`config.mk`:
```
export PLATFORM = sky130hd
export DESIGN_NAME = window_gen
export DESIGN_NICKNAME = d
export VERILOG_FILES = /design/src/rtl/window_gen.sv
export SDC_FILE = /design/constraint.sdc
export NUM_CORES = 2
export LEC_CHECK = 0
export CELL_PAD_IN_SITES_DETAIL_PLACEMENT = 1
export CELL_PAD_IN_SITES_GLOBAL_PLACEMENT = 1
export CORE_ASPECT_RATIO = 1.1
export CORE_MARGIN = 2
export CORE_UTILIZATION = 41
export DETAILED_ROUTE_END_ITERATION = 12
export PLACE_DENSITY = 0.64
export SETUP_SLACK_MARGIN = 0.15
export SYNTH_ARGS = -nofsm -noshare
export SYNTH_HDL_FRONTEND = slang
export SYNTH_MEMORY_MAX_BITS = 65536
export SYNTH_SLANG_ARGS = --single-unit
```
`constraint.sdc`:
```
create_clock -name clk -period 9 [get_ports clk]
set_input_delay 0.9 -clock clk [delete_from_list [all_inputs] [get_ports clk]]
set_output_delay 0.9 -clock clk [all_outputs]
set_load 0.01 [all_outputs]
```
`src/rtl/window_gen.sv`:
```
// 3x3 sliding-window generator over a raster greyscale stream, built from two line buffers.
// Optional WINGEN_LAST_EN adds a win_last flag on the final window of each frame.
module window_gen #(
    parameter int unsigned IMG_W = 298,
    parameter int unsigned IMG_H = 398
) (
    input  logic       clk,
    input  logic       rst_n,
    input  logic [7:0] pix_in,
    input  logic       pix_valid,
    output logic [7:0] win0,
    output logic [7:0] win1,
    output logic [7:0] win2,
    output logic [7:0] win3,
    output logic [7:0] win4,
    output logic [7:0] win5,
    output logic [7:0] win6,
    output logic [7:0] win7,
    output logic [7:0] win8,
`ifdef WINGEN_LAST_EN
    output logic       win_last,
`endif
    output logic       win_valid
);

    localparam int unsigned CW = (IMG_W > 1) ? $clog2(IMG_W) : 1;
    localparam int unsigned RW = (IMG_H > 1) ? $clog2(IMG_H) : 1;

    logic [CW-1:0] col;
    logic [RW-1:0] row;

    logic [7:0] lb_a [IMG_W];
    logic [7:0] lb_b [IMG_W];

    logic [7:0] top_c;
    logic [7:0] mid_c;
    logic       col_end_c;
    logic       row_end_c;
    logic       in_win_c;

    assign top_c     = lb_a[col];
    assign mid_c     = lb_b[col];
    assign col_end_c = (col == CW'(IMG_W - 1));
    assign row_end_c = (row == RW'(IMG_H - 1));
    // Columns 0/1 would splice in the previous line's tail, so they never form a window.
    assign in_win_c  = (row >= RW'(2)) && (col >= CW'(2));

    // Raster position of the pixel currently being accepted.
    always_ff @(posedge clk) begin
        if (!rst_n) begin
            col <= '0;
            row <= '0;
        end else if (pix_valid) begin
            if (col_end_c) begin
                col <= '0;
                row <= row_end_c ? '0 : row + RW'(1);
            end else begin
                col <= col + CW'(1);
            end
        end
    end

    // Line buffers are left unreset; the row>=2 rule masks stale contents.
    always_ff @(posedge clk) begin
        if (rst_n && pix_valid) begin
            lb_a[col] <= mid_c;
            lb_b[col] <= pix_in;
        end
    end

    // Tap register shifts left one column per accepted pixel and holds on stalls.
    always_ff @(posedge clk) begin
        if (!rst_n) begin
            win0      <= '0;
            win1      <= '0;
            win2      <= '0;
            win3      <= '0;
            win4      <= '0;
            win5      <= '0;
            win6      <= '0;
            win7      <= '0;
            win8      <= '0;
            win_valid <= 1'b0;
        end else begin
            win_valid <= pix_valid && in_win_c;
            if (pix_valid) begin
                win0 <= win1;
                win1 <= win2;
                win2 <= top_c;
                win3 <= win4;
                win4 <= win5;
                win5 <= mid_c;
                win6 <= win7;
                win7 <= win8;
                win8 <= pix_in;
            end
        end
    end

`ifdef WINGEN_LAST_EN
    always_ff @(posedge clk) begin
        if (!rst_n) begin
            win_last <= 1'b0;
        end else begin
            win_last <= pix_valid && in_win_c && row_end_c && col_end_c;
        end
    end
`endif

endmodule

```
==> flow_metrics.tcl <==
set metrics [dict create \
    die_h_um 712 \
    power_switching_mw 10.3 \
    ant_nets 0 \
    cp-start-kind "flop" \
    grt_pass1_wl_mm 823 \
    async_reset_ff_share_pct 0 \
    reg2reg_slack_ps 1790 \
    drive_above_1_share_pct 28.2 \
    r2r_end "lb_a[85][0]" \
    antenna_found_initial 41 \
    layout_commonest_cell "edfxtp_1" \
    insertion_delay_ps 1090 \
    ys.flop_type "edfxtp_1" \
    finalPower_mw 47.6 \
    finalCritPeriodShare_pct 80.1 \
    path_class "flop to flop" \
    ioPinCount 84 \
    cp-endpoint "lb_a[85][0]" \
    cts_setup_buffers 0 \
    seq_power_share_pct 53.0 \
    power.density_mw_per_mm2 224 \
    synth_cells 8385 \
    cp_max_fo 89 \
    cts.path.max_buffers 4 \
    drc_errors 0 \
    violations "max-capacitance violations, max-slew violations" \
    power_frac_comb_pct 4.9 \
    gp_congestion 0.888 \
    fill_cells 40763 \
    cts_max_level 5 \
    drt_first_pass_iters 6 \
    gr-total-overflow 0 \
    synth_seq_area_share_pct 77.6 \
    p_leak_nw 64.3 \
    path_clk_slew_ps 60 \
    rsz0062_at_grt "no" \
    vias 95456 \
    io_buffers 83 \
    outcome "finished with violations" \
    p_int_mw 37.2 \
    final_cell_mix "4768 x edfxtp_1, 1245 x mux4_2, 470 x clkbuf_16" \
    worst_slew_pin_slew_ps 1520 \
    worstHoldPathType "primary input to flop" \
    worstPathRequired_ps 9600 \
    grt_max_degree 163 \
    fmax_ghz 0.139 \
    finalNetCount 8899 \
    cts_tree "done" \
    num_rows 260 \
    relSlewSlack_pct -2.34 \
    dieArea_mm2 0.462 \
    vdd_drop_max_v 0.000202 \
    dpl_cell_area_mm2 0.197 \
    ys_ff_latch 4868 \
    grt_pass1_vias 96729 \
    final_cell_area_mm2 0.213 \
    vias_per_cell 6.23 \
    core_area_mm2 0.455 \
    post-place-ws_ps 2060 \
    grtUsageTotal_pct 25.9 \
    drt-total-wl_mm 600 \
    fin_skew_ps 127 \
    p_clk_share_pct 42.2 \
    setup_viol 0 \
    swShare_pct 21.7 \
    start_util_pct 41.1 \
    crit_arrival_ps 7800 \
    hold_buffers 0 \
    r2r_cells 9 \
    crit_path_end_kind "flop" \
    cts-root-buf "clkbuf_16" \
    drt_iter0_markers 13653 \
    place_hpwl_mm 358 \
    post_cts_resize_count 0 \
    clock-sinks 4868 \
    avgSynthCellArea_um2 22.3 \
    finalHoldViolations 0 \
    synth.cell_area_mm2 0.187 \
    fin_ws_ps 1790 \
    wl_per_cell_um 39.2 \
    max-cap-violations 2 \
    areaGrowthSynthToFinish_pct 13.8 \
    die_w_um 648 \
    yosys_warnings 0 \
    synth_enable_flop_cells 4768 \
    drv_slew 6 \
    fin_crit_ps 7210 \
    finalSetupTns_ps 0 \
    ys_types 74 \
    synth_fp_nets 8403 \
    cts_buffers 466 \
]
==> per-stage QoR <==
step | instances | util [%] | hold slack [ps]
after floorplan | 8385 | - | 492
after CTS | 15304 | 46.7 | 288
after global routing | 15322 | 46.7 | 322
final | 15330 | 46.8 | 331
after detailed placement | 14438 | 43.3 | 507
after global placement | 14436 | 43.3 | 499
==> layout make-up <==
class,count,area (um^2),share of cell area [%]
Antenna cell,25,62.6,0.0294
Clock buffer,560,12200,5.73
Clock inverter,306,3250,1.53
Inverter,14,66.3,0.0312
Multi-Input combinational cell,3023,40000,18.8
Sequential cell,4868,145000,68.2
Tap cell,6026,7540,3.54
Timing Repair Buffer,508,4420,2.08
==> worst max-delay path, cell delays in order, from the launching register on <==
cell and delay (ps):
dfxtp_4 910, buf_4 630, buf_12 490, mux4_2 610
mux4_2 600, a22o_1 250, nor4_1 1150, nor4_1 310
nand2b_4 710, buf_4 610
==> flip-flops by register name, summed over array words and instances, names as in the netlist, 9 cells and up, named ones only <==
| register | flops |
|---|---|
| col | 9 |
| lb_a | 2384 |
| row | 9 |
| lb_b | 2384 |
==> how the worst min path moves through the flow <==
stage,from,end,slack (ps),depth (start not counted)
2_1_floorplan,row[3],row[3],490,2
3_3_place_gp,win0[0],win0[0],500,2
3_5_place_dp,win6[2],win6[2],510,2
4_1_cts,pix_in[5],lb_b[13][5],290,1
5_1_grt,pix_valid,win5[5],320,2
6_report,pix_in[5],lb_b[20][5],330,1
==> metal layers <==
metal | track usage [%] | wire, um | vias to the layer above
met3 | 5.35 | 59500 | 1137
met5 | 0 | 163 | -
met2 | 40.6 | 281000 | 5463
met1 | 34.5 | 225000 | 52410
li1 | - | - | 36426
met4 | 12.7 | 34800 | 20
==> power by group through the flow <==
stage | clock network (mW) | registers (mW) | logic [mW]
final | 20.1 | 25.2 | 2.33
after CTS | 20.2 | 25.2 | 2.34
after floorplan | 0 | 25.8 | 1.38
after global routing | 21.0 | 25.2 | 2.44
after detailed placement | 0 | 25.7 | 2.34
after global placement | 0 | 25.7 | 2.25
==> cell families (layout without fill, tap and decap cells) <==
group,Yosys count,count (layout),synth area share (%)
DFF,4868,4868,77.6
muxes,1512,1512,16.5
and+or+nand+nor,921,921,2.22
other,0,25,0
AOI/OAI and AO/OA,569,569,2.11
xor gates and xnor gates,14,14,0.0656
buffers and inverters,494,1388,1.46
adders and majority gates,7,7,0.0468
==> synthesized netlist by cell type (7+ instances only) <==
cell	number	area share, %
edfxtp_1	4768	77
dfxtp_1	100	1.1
mux4_2	1245	15
a21oi_1	116	0.31
nand2b_1	19	0.064
nand3_1	53	0.14
nand4_1	12	0.040
or3_1	8	0.027
buf_1	42	0.084
a22oi_1	160	0.64
a2bb2oi_1	8	0.037
o22ai_1	37	0.12
nand2_1	232	0.47
inv_1	11	0.022
mux2_2	44	0.26
nor3_1	37	0.099
and2_1	12	0.040
a221oi_1	33	0.15
buf_4	70	0.28
xnor2_1	8	0.037
buf_2	142	0.38
nor2_1	391	0.78
mux2i_1	223	1.2
a211oi_1	15	0.060
nor4_1	27	0.090
a31oi_1	17	0.057
buf_6	53	0.32
a2111oi_0	8	0.037
and3_1	9	0.030
ha_1	7	0.047
o211ai_1	12	0.048
o21ai_1	17	0.045
o21ai_0	56	0.15
nor2b_1	87	0.29
clkbuf_1	169	0.34
a22o_1	22	0.10
or2_2	7	0.023
(Power assumes the default switching activity.)
